**src/rtl/evr_pkg.sv**
```systemverilog
// evr_pkg: shared types and constants for the EVR receive decoder.
// Holds the link FSM state enum, the 8b/10b K28.5 comma value and the
// reserved event codes used by the decoder and the optional timestamp block.
package evr_pkg;

  typedef enum logic [1:0] {
    ST_LOS    = 2'd0,
    ST_ACQ    = 2'd1,
    ST_LOCKED = 2'd2
  } evr_state_t;

  localparam logic [7:0] K28_5         = 8'hBC;
  localparam logic [7:0] EVT_NULL      = 8'h00;
  localparam logic [7:0] EVT_SEC0      = 8'h70;
  localparam logic [7:0] EVT_SEC1      = 8'h71;
  localparam logic [7:0] EVT_SEC_LATCH = 8'h7D;

  // One received word after the input register stage.
  typedef struct packed {
    logic [15:0] data;     // [7:0] event byte, [15:8] distributed-bus byte
    logic [1:0]  k;        // char-is-K per byte
    logic        err;      // disparity or not-in-table on either byte
    logic        link_ok;  // transceiver reset done and byte aligned
  } rx_word_t;

  // A comma is a clean K28.5 in the event byte position.
  function automatic logic is_comma(input rx_word_t w);
    return w.k[0] && (w.data[7:0] == K28_5) && !w.err;
  endfunction

endpackage

```
**src/rtl/evr_timestamp.sv**
```systemverilog
// evr_timestamp: seconds shift register and tick counter driven by the
// decoded event stream. Only compiled when EVR_TIMESTAMP_EN is defined.
// Events 0x70/0x71 shift a 0/1 into the seconds register MSB first; 0x7D
// publishes it and restarts the tick counter, which otherwise counts every
// locked cycle.
`ifdef EVR_TIMESTAMP_EN
module evr_timestamp
  import evr_pkg::*;
(
  input  logic        clk,
  input  logic        rst_n,
  input  logic        evt_valid,
  input  logic [7:0]  evt_code,
  input  logic        locked,
  output logic [31:0] ts_sec,
  output logic [31:0] ts_tick
);

  logic [31:0] sec_sr;

  // Shift seconds bits in, latch on 0x7D, otherwise tick while locked.
  always_ff @(posedge clk or negedge rst_n) begin
    if (!rst_n) begin
      sec_sr  <= '0;
      ts_sec  <= '0;
      ts_tick <= '0;
    end else begin
      if (evt_valid && evt_code == EVT_SEC0) sec_sr <= {sec_sr[30:0], 1'b0};
      if (evt_valid && evt_code == EVT_SEC1) sec_sr <= {sec_sr[30:0], 1'b1};
      if (evt_valid && evt_code == EVT_SEC_LATCH) begin
        ts_sec  <= sec_sr;
        ts_tick <= '0;
      end else if (locked) begin
        ts_tick <= ts_tick + 32'd1;
      end
    end
  end

endmodule
`endif

```
**src/rtl/evr_rx_decoder.sv**
```systemverilog
// evr_rx_decoder: event-receiver word decoder behind a GT receiver.
// Stage 1 registers the raw transceiver word; stage 2 runs the link FSM
// (LOS -> ACQ -> LOCKED) and registers the event, dbus, error-count and
// link outputs, so every output lags its input word by exactly two cycles.
// Optional feature macro: EVR_TIMESTAMP_EN adds ts_sec_out/ts_tick_out and
// the evr_timestamp sub-module.
module evr_rx_decoder
  import evr_pkg::*;
#(
  parameter int LOCK_COMMAS = 16,
  parameter int ERR_THRESH  = 4
) (
  input  logic        rxusrclk2_in,
  input  logic        rx_rst_n_in,
  input  logic        rx_reset_done_in,
  input  logic        rxbyteisaligned_in,
  input  logic [15:0] rxdata_in,
  input  logic [1:0]  rxctrl0_in,
  input  logic [1:0]  rxctrl1_in,
  input  logic [1:0]  rxctrl3_in,
  output logic        link_up_out,
  output logic        event_valid_out,
  output logic [7:0]  event_code_out,
  output logic [7:0]  dbus_out,
  output logic [15:0] err_cnt_out
`ifdef EVR_TIMESTAMP_EN
  ,
  output logic [31:0] ts_sec_out,
  output logic [31:0] ts_tick_out
`endif
);

  localparam int STAGES = 1;
  localparam int ACQ_W  = $clog2(LOCK_COMMAS + 1);
  localparam int EW     = $clog2(ERR_THRESH + 1);
  localparam logic [ACQ_W-1:0] ACQ_LAST = ACQ_W'(LOCK_COMMAS - 1);
  localparam logic [EW-1:0]    ERR_LIM  = EW'(ERR_THRESH);

  // ---------------------------------------------------------------------
  // Reset: asserted asynchronously, released on a clock edge.
  // ---------------------------------------------------------------------
  logic [1:0] rst_sync;
  logic       rst_n;

  // Two-flop release synchroniser for the active-low reset.
  always_ff @(posedge rxusrclk2_in or negedge rx_rst_n_in) begin
    if (!rx_rst_n_in) rst_sync <= '0;
    else              rst_sync <= {rst_sync[0], 1'b1};
  end

  assign rst_n = rst_sync[1];

  // ---------------------------------------------------------------------
  // Stage 1: input register
  // ---------------------------------------------------------------------
  rx_word_t          s1;
  logic [STAGES:1]   vld_q;
  logic [STAGES:0]   vld_pipe;

  // Bit 0 is the always-present input word; higher bits mark filled stages
  // so the first cycle out of reset never decodes a stale register.
  assign vld_pipe = {vld_q, 1'b1};

  // Capture the transceiver word and its status in one flop stage.
  always_ff @(posedge rxusrclk2_in or negedge rst_n) begin
    if (!rst_n) begin
      s1    <= '0;
      vld_q <= '0;
    end else begin
      s1.data    <= rxdata_in;
      s1.k       <= rxctrl0_in;
      s1.err     <= (|rxctrl1_in) | (|rxctrl3_in);
      s1.link_ok <= rx_reset_done_in & rxbyteisaligned_in;
      vld_q      <= vld_pipe[STAGES-1:0];
    end
  end

  // ---------------------------------------------------------------------
  // Stage 2: link FSM and counters
  // ---------------------------------------------------------------------
  evr_state_t       state, state_nxt;
  logic [ACQ_W-1:0] acq_cnt;
  logic [7:0]       win_cnt;
  logic [EW-1:0]    win_err, win_err_nxt;
  logic             word_v, comma, win_wrap;
  logic             locked_word, evt_hit, dbus_hit, err_hit;

  // Word classification and the window error total including this word.
  // On the wrap word the window restarts, so its error lands in the new one.
  always_comb begin
    word_v      = vld_pipe[STAGES];
    comma       = word_v && is_comma(s1);
    win_wrap    = (win_cnt == 8'hFF);
    win_err_nxt = (win_wrap ? '0 : win_err) + EW'(s1.err);
  end

  // FSM state register.
  always_ff @(posedge rxusrclk2_in or negedge rst_n) begin
    if (!rst_n) state <= ST_LOS;
    else        state <= state_nxt;
  end

  // FSM next state: losing reset-done/alignment overrides everything.
  always_comb begin
    state_nxt = state;
    if (!word_v || !s1.link_ok) begin
      state_nxt = ST_LOS;
    end else begin
      case (state)
        ST_LOS:    state_nxt = ST_ACQ;
        ST_ACQ:    if (comma && acq_cnt == ACQ_LAST) state_nxt = ST_LOCKED;
        ST_LOCKED: if (win_err_nxt >= ERR_LIM)       state_nxt = ST_LOS;
        default:   state_nxt = ST_LOS;
      endcase
    end
  end

  // FSM outputs: which registered outputs this word updates.
  always_comb begin
    locked_word = word_v && (state == ST_LOCKED) && s1.link_ok && !s1.err;
    evt_hit     = locked_word && !s1.k[0] && (s1.data[7:0] != EVT_NULL);
    dbus_hit    = locked_word && !s1.k[1];
    err_hit     = word_v && (state != ST_LOS) && s1.err;
  end

  // Consecutive-comma counter; the comma that first sees a good link counts.
  always_ff @(posedge rxusrclk2_in or negedge rst_n) begin
    if (!rst_n)                          acq_cnt <= '0;
    else if (comma && state == ST_ACQ)   acq_cnt <= acq_cnt + ACQ_W'(1);
    else if (comma && state == ST_LOS)   acq_cnt <= ACQ_W'(1);
    else                                 acq_cnt <= '0;
  end

  // 256-word error window, live only while staying locked.
  always_ff @(posedge rxusrclk2_in or negedge rst_n) begin
    if (!rst_n) begin
      win_cnt <= '0;
      win_err <= '0;
    end else if (state == ST_LOCKED && state_nxt == ST_LOCKED) begin
      win_cnt <= win_cnt + 8'd1;
      win_err <= win_err_nxt;
    end else begin
      win_cnt <= '0;
      win_err <= '0;
    end
  end

  // Registered outputs; code and dbus hold between updates.
  always_ff @(posedge rxusrclk2_in or negedge rst_n) begin
    if (!rst_n) begin
      link_up_out     <= 1'b0;
      event_valid_out <= 1'b0;
      event_code_out  <= '0;
      dbus_out        <= '0;
      err_cnt_out     <= '0;
    end else begin
      link_up_out     <= (state_nxt == ST_LOCKED);
      event_valid_out <= evt_hit;
      if (evt_hit)  event_code_out <= s1.data[7:0];
      if (dbus_hit) dbus_out       <= s1.data[15:8];
      if (err_hit && err_cnt_out != 16'hFFFF) err_cnt_out <= err_cnt_out + 16'd1;
    end
  end

`ifdef EVR_TIMESTAMP_EN
  evr_timestamp u_ts (
    .clk       (rxusrclk2_in),
    .rst_n     (rst_n),
    .evt_valid (event_valid_out),
    .evt_code  (event_code_out),
    .locked    (link_up_out),
    .ts_sec    (ts_sec_out),
    .ts_tick   (ts_tick_out)
  );
`endif

endmodule
```
**config.mk**
```make
export PLATFORM = sky130hd
export DESIGN_NAME = evr_rx_decoder
export DESIGN_NICKNAME = d
export VERILOG_FILES = /design/src/rtl/evr_pkg.sv /design/src/rtl/evr_timestamp.sv /design/src/rtl/evr_rx_decoder.sv
export SDC_FILE = /design/constraint.sdc
export NUM_CORES = 1
export LEC_CHECK = 0
export CORE_ASPECT_RATIO = 0.9
export CORE_MARGIN = 2
export CORE_UTILIZATION = 49
export DETAILED_ROUTE_END_ITERATION = 6
export PLACE_DENSITY = 0.75
export SYNTH_ARGS = -nofsm -noshare
export SYNTH_HDL_FRONTEND = slang
export SYNTH_HIERARCHICAL = 1
export SYNTH_SLANG_ARGS = --single-unit
```
**constraint.sdc**
```tcl
create_clock -name rxusrclk2_in -period 5.4 [get_ports rxusrclk2_in]
set_input_delay 1.08 -clock rxusrclk2_in [delete_from_list [all_inputs] [get_ports rxusrclk2_in]]
set_output_delay 1.08 -clock rxusrclk2_in [all_outputs]
set_load 0.05 [all_outputs]
```
# Word level (Yosys, flattened, before mapping)
# Index checks and enable logic that the tools add are counted.
# word_totals
n_memories,0
regBits,75
out_inout_bits,34
ramBits,0
latch_bits,0
romBits,0
# classes
shifts,0
n_mul,0
order_cmp,1
n_mux,9
bitwise,2
reduce_logical,27
n_addsub,4
div_mod_pow,0
n_eq_ne,7
# ops
operator,count
$add A16 B1 Y16 const B,1
$eq A8 B8 Y1 const B,2
$logic_and A1 B1 Y1,16
$ne A16 B16 Y1 const B,1
$add A8 B1 Y8 const B,1
$mux W8,1
$reduce_bool A8 Y1,1
$mux W2,3
$mux W3,2
$pmux W2 S3,1
$add A5 B1 Y5 const B,1
$eq A5 B4 Y1 const B,1
$logic_not A1 Y1,5
$mux W5,1
$eq A2 B2 Y1 const B,2
$reduce_or A2 Y1,2
$add A3 B1 Y3,1
$ge A3 B3 Y1 const B,1
$eq A2 B1 Y1 const B,1
$logic_not A2 Y1,1
$reduce_bool A2 Y1,1
$and A1 B1 Y1,1
$logic_or A1 B1 Y1,1
$mux W1,1
$or A1 B1 Y1,1

# Depth between registers and ports, before layout
# depth
word_depth,11
depth_mapped,12
ltp_nobuf,11

# Worst setup path before layout
# OpenSTA, ideal clock, no wires.
# synth_timing
kind,reg-to-reg
start,reg win_cnt[0]
end,reg win_cnt[2]
setup_time_ns,0.132
arrival_ns,1.925
setup_slack_ns,3.343
path_buffers,1
required_ns,5.268
stages_incl_launch_ff,13
path_cell_list,dfrtp_1 ha_1 and4_1 nand2_1 nor2_1 nor2b_1 ha_1 ha_1 inv_1 nor2_1 mux2i_1 clkbuf_1 nor2_1
# synth_between
elab_chain_cells,10
elab_cells_between_ends,11
cone_classes,add/sub (2); order compare (1); eq/ne (2); mux (5); reduce/logical (1)
# synth_rtl
item,line,text
start: declaration,evr_rx_decoder.sv:83,logic [7:0] win_cnt;
start signal: assignment,evr_rx_decoder.sv:140,win_cnt <= win_cnt + 8'd1;
$eq A8 B8 Y1,evr_rx_decoder.sv:93,win_wrap = (win_cnt == 8'hFF);
$mux W3,evr_rx_decoder.sv:94,win_err_nxt = (win_wrap ? '0 : win_err) + EW'(s1.err);
$add A3 B1 Y3,evr_rx_decoder.sv:94,
$ge A3 B3 Y1,evr_rx_decoder.sv:112,ST_LOCKED: if (win_err_nxt >= ERR_LIM) state_nxt = ST_LOS;
$mux W2,evr_rx_decoder.sv:112,
$pmux W2 S3,evr_rx_decoder.sv:109,case (state)
$mux W2,evr_rx_decoder.sv:106,if (!word_v || !s1.link_ok) begin
$eq A2 B2 Y1,evr_rx_decoder.sv:139,end else if (state == ST_LOCKED && state_nxt == ST_LOCKED) begin
$logic_and A1 B1 Y1,evr_rx_decoder.sv:139,
$mux W8 (*),evr_rx_decoder.sv:139,
# Mark *: on every way between the ends. The rest lies on a longest branch, timed or not.
# A chain may end at the register's enable or synchronous reset.

# Worst setup path in the final report
# layout_timing
start,reg err_cnt_out[7]
end,out err_cnt_out[7]
# layout_rtl
item,line,text
start: declaration,evr_rx_decoder.sv:25,output logic [15:0] err_cnt_out
start signal: assignment,evr_rx_decoder.sv:161,if (err_hit && err_cnt_out != 16'hFFFF) err_cnt_out <= err_cnt_out + 16'd1;
# No word-level cell between the ends.

==> key figures <==
STA
  • Clock skew: 0.008130 ns
  • Measured slew at the worst slew-check pin: 0.8574 ns
  • Tcrit/Tclk final: 50.81%
  • RSZ-0062 raised after global routing: false
  • Slew HR: 41.20%
  • Setup violations, final: 0
  • Final hold vios: 0
  • Worst setup margin: 2.657 ns
  • Maximum clock rate: 0.3645 GHz
  • TNS Setup: 0 ns
  • Max-slew violation count: 0
  • Final Critical Period: 2.743 ns

Route
  • Drt drc: 0
  • Drt first pass iters: 4
  • Routed wire length: 5129 microns
  • Number of vias per cell: 5.149
  • Initial DRC Count: 83
  • Post-DR wirelength/cell: 13.94 microns
  • Number of routed nets with antenna violations: 0
  • Routed via count: 1895

Clock network
  • Cells resized by post-CTS repair: 0
  • Clock buffer depth: 2
  • Clk_lat worst skew: 0.34 ns
  • CTS tree: built
  • CTS Root Cell: clkbuf_8
  • Clk slew on worst S/H paths: 0.08 ns
  • CTS buffer count: 9
  • Sink Count: 75
  • # Post-CTS Setup Buffers: 0
  • Hold Buf Count CTS: 0
  • # H-tree levels: 3

Worst setup path
  • Setup CP Type: flop to primary output
  • Slowest cell on crit path: clkdlybuf4s50_1
  • R2R Setup Slk: 2.84 ns
  • Crit end category: primary output
  • CP required: 4.32 ns
  • Largest stage delay, worst path: 0.85 ns
  • Crit path max-delay family: buffers and inverters
  • CP Launch Type: flop
  • R2R cell count: 11
  • WP data arrival: 1.66 ns
  • Peak fanout along the critical path: 6
  • WP depth: 1
  • Worst path cell trace: clkdlybuf4s50_1
  • Bufs and invs on worst path: 1

Floorplan
  • Core Region: 5791 sq um
  • Die Area: 6742 sq um
  • Starting Density: 51.62%
  • Die Y-Extent: 78.10 microns
  • # rows: 26
  • Ports: 60
  • Chip width: 86.33 microns

GRT
  • Vias in the first global route: 1948
  • Grt ovf: 0
  • Total track usage: 17.31%
  • Global-route wire length before repair: 8949 microns
  • Largest net degree at the start of global routing: 67
  • Initial antenna violation count: 0

Synth
  • Post-Synthesis Cell Area: 2989 sq um
  • Syn_area_per_cell: 13.34 sq um
  • Leading area contributor after synthesis: dfrtp_1
  • Post-synthesis sequential element count: 75
  • Top post-synthesis cells by area: dfrtp_1 63%, xor2_1 5.0%, mux2_4 4.5%
  • Post-synth cell types: 40
  • Top-area cell type share of the netlist area: 62.79%
  • Yosys warning count: 6
  • Post-Synthesis Cells: 224
  • Register area share after synthesis: 62.79%

Placement
  • Worst slack, placed: 2.809 ns
  • Port-buffer cells: 59
  • DP HPWL: 3641 microns
  • Final Wtd Congestion: 0.7779

Power and ir drop
  • P_sw: 0.0003072 W
  • Sequential share of power: 52.6%
  • Pwr per Cell Area: 300.5 nW/um^2
  • LEAKAGE: 1.800 nW
  • Worst IR Drop VDD: 0.2274 mV
  • Comb power frac: 11.1%
  • Clk pwr share: 36.3%
  • Pint: 0.0008536 W
  • Switching Share: 26.46%

Finish
  • Fraction of layout cells with a size suffix above 1: 14.43%
  • Diode count: 0
  • NumNets Final: 325
  • Reg area: 1878 sq um
  • Fill cell count: 438
  • P&R area growth vs syn: 29.22%
  • Area of the multi-input gates: 1064 sq um

Job
  • Max Cap Viol: 0

Hold path
  • Hold Crit Class: flop to asynchronous set/reset pin

Run status
  • Status: complete, no violations
==> cells in the mapped netlist <==
library cell	number
nand4_4	1
and4_1	3
o21ai_0	2
buf_6	1
ha_1	6
inv_1	9
nor2_2	1
o211ai_2	1
nand2b_1	1
nand4b_1	1
nor3b_1	2
nor2b_1	2
nor4_4	1
nor2_1	22
nand2_1	8
nand4b_4	1
nand3b_1	2
nand4_1	3
mux2i_1	2
nor3_1	11
nor4b_1	1
a31oi_1	2
dfrtp_1	75
xor2_1	17
nor3_2	1
and3_1	1
mux2_4	9
nor4_1	3
conb_1	2
mux2_2	8
nand3_1	9
xnor2_1	4
a21oi_1	1
or4_1	3
nor4b_2	1
clkbuf_1	2
or3_1	1
or3_4	1
a41oi_1	1
and2_1	2
==> sequential cells by signal (all words and copies together) (netlist names) <==
| register | count |
|---|---|
| acq_cnt | 5 |
| dbus_out | 8 |
| err_cnt_out | 16 |
| event_code_out | 8 |
| event_valid_out | 1 |
| link_up_out | 1 |
| rst_sync | 2 |
| s1 | 20 |
| state | 2 |
| vld_q | 1 |
| win_cnt | 8 |
| win_err | 3 |
==> area by class of cell <==
| type | count | area share (%) |
|---|---|---|
| clock inverters | 7 | 2.008 |
| repair buffers | 60 | 15.48 |
| flip-flops and latches | 75 | 48.62 |
| multi-input cells | 138 | 27.53 |
| inverters | 9 | 0.8746 |
| well taps | 70 | 2.268 |
| clock buffers | 9 | 3.207 |
==> per-layer routing <==
metal | global-route usage, % | wire [microns] | vias up
li1 | - | - | 913
met1 | 22.80 | 2430 | 918
met2 | 25.31 | 2311 | 49
met3 | 7.256 | 278 | 15
met4 | 7.187 | 109 | 0
met5 | 0 | 0 | -
==> worst register-to-register path, stage by stage (launching register included) <==
cell     delay [ns]
dfrtp_1        0.38
ha_1           0.21
and4_1         0.21
nand2_1        0.09
nor2_1         0.14
nor2b_1        0.07
ha_1           0.17
ha_1           0.18
inv_1          0.05
nor2_1         0.04
mux2i_1        0.67
o21ai_0        0.19
==> placed cells by master, fill, tap and decap left out, drive strengths merged, types with 6 or more instances in the layout <==
cell / n
nor3: 12
nand3: 9
clkbuf: 9
nor2: 23
ha: 6
dfrtp: 75
xor2: 17
clkdlybuf4s50: 59
inv: 10
nand2: 8
mux2: 17
==> logic make-up after synthesis <==
group,synth area share (%)
buffers and inverters,1.758
XOR/XNOR,6.153
multiplexers,8.204
AND/OR/NAND/NOR,16.70
AO/OA/AOI/OAI,1.632
adder cells (fa/ha/maj),2.511
other,0.2512
flip-flops,62.79
==> power groups by stage <==
stage          Combinational (W)  Clock, W  Sequential, W
6_report                0.000128  0.000422       0.000611
4_1_cts                 0.000130  0.000438       0.000611
3_3_place_gp            0.000128         0       0.000620
5_1_grt                 0.000138  0.000457       0.000615
2_1_floorplan          0.0000235         0       0.000668
3_5_place_dp            0.000130         0       0.000621
==> metrics by stage <==
stage / cell area (sq um) / cells / utilization (%) / hold slack [ns] / total power, W
3_3_place_gp: 3661 / 352 / 63.22 / 0.09269 / 0.0007480
4_1_cts: 3862 / 368 / 66.70 / 0.1032 / 0.001179
3_5_place_dp: 3661 / 352 / 63.22 / 0.09815 / 0.0007509
5_1_grt: 3862 / 368 / 66.70 / 0.1199 / 0.001210
6_report: 3862 / 368 / 66.70 / 0.09476 / 0.001161
2_1_floorplan: 2993 / 225 / - / 0.3312 / 0.0006914
==> path summary, 6_finish.rpt <==
| path | startpoint | endpoint |
|---|---|---|
| min in group rxusrclk2_in | rst_sync[0] | rst_sync[1] |
| setup reg to reg | win_cnt[0] | state[1] |
| hold / removal | rst_sync[1] | dbus_out[2] |
| max in group asynchronous | rst_sync[1] | err_cnt_out[10] |
| hold reg to reg | rst_sync[1] | dbus_out[2] |
| setup / recovery | err_cnt_out[7] | err_cnt_out[7] |
No activity file was read; power rests on OpenSTA's default activity.
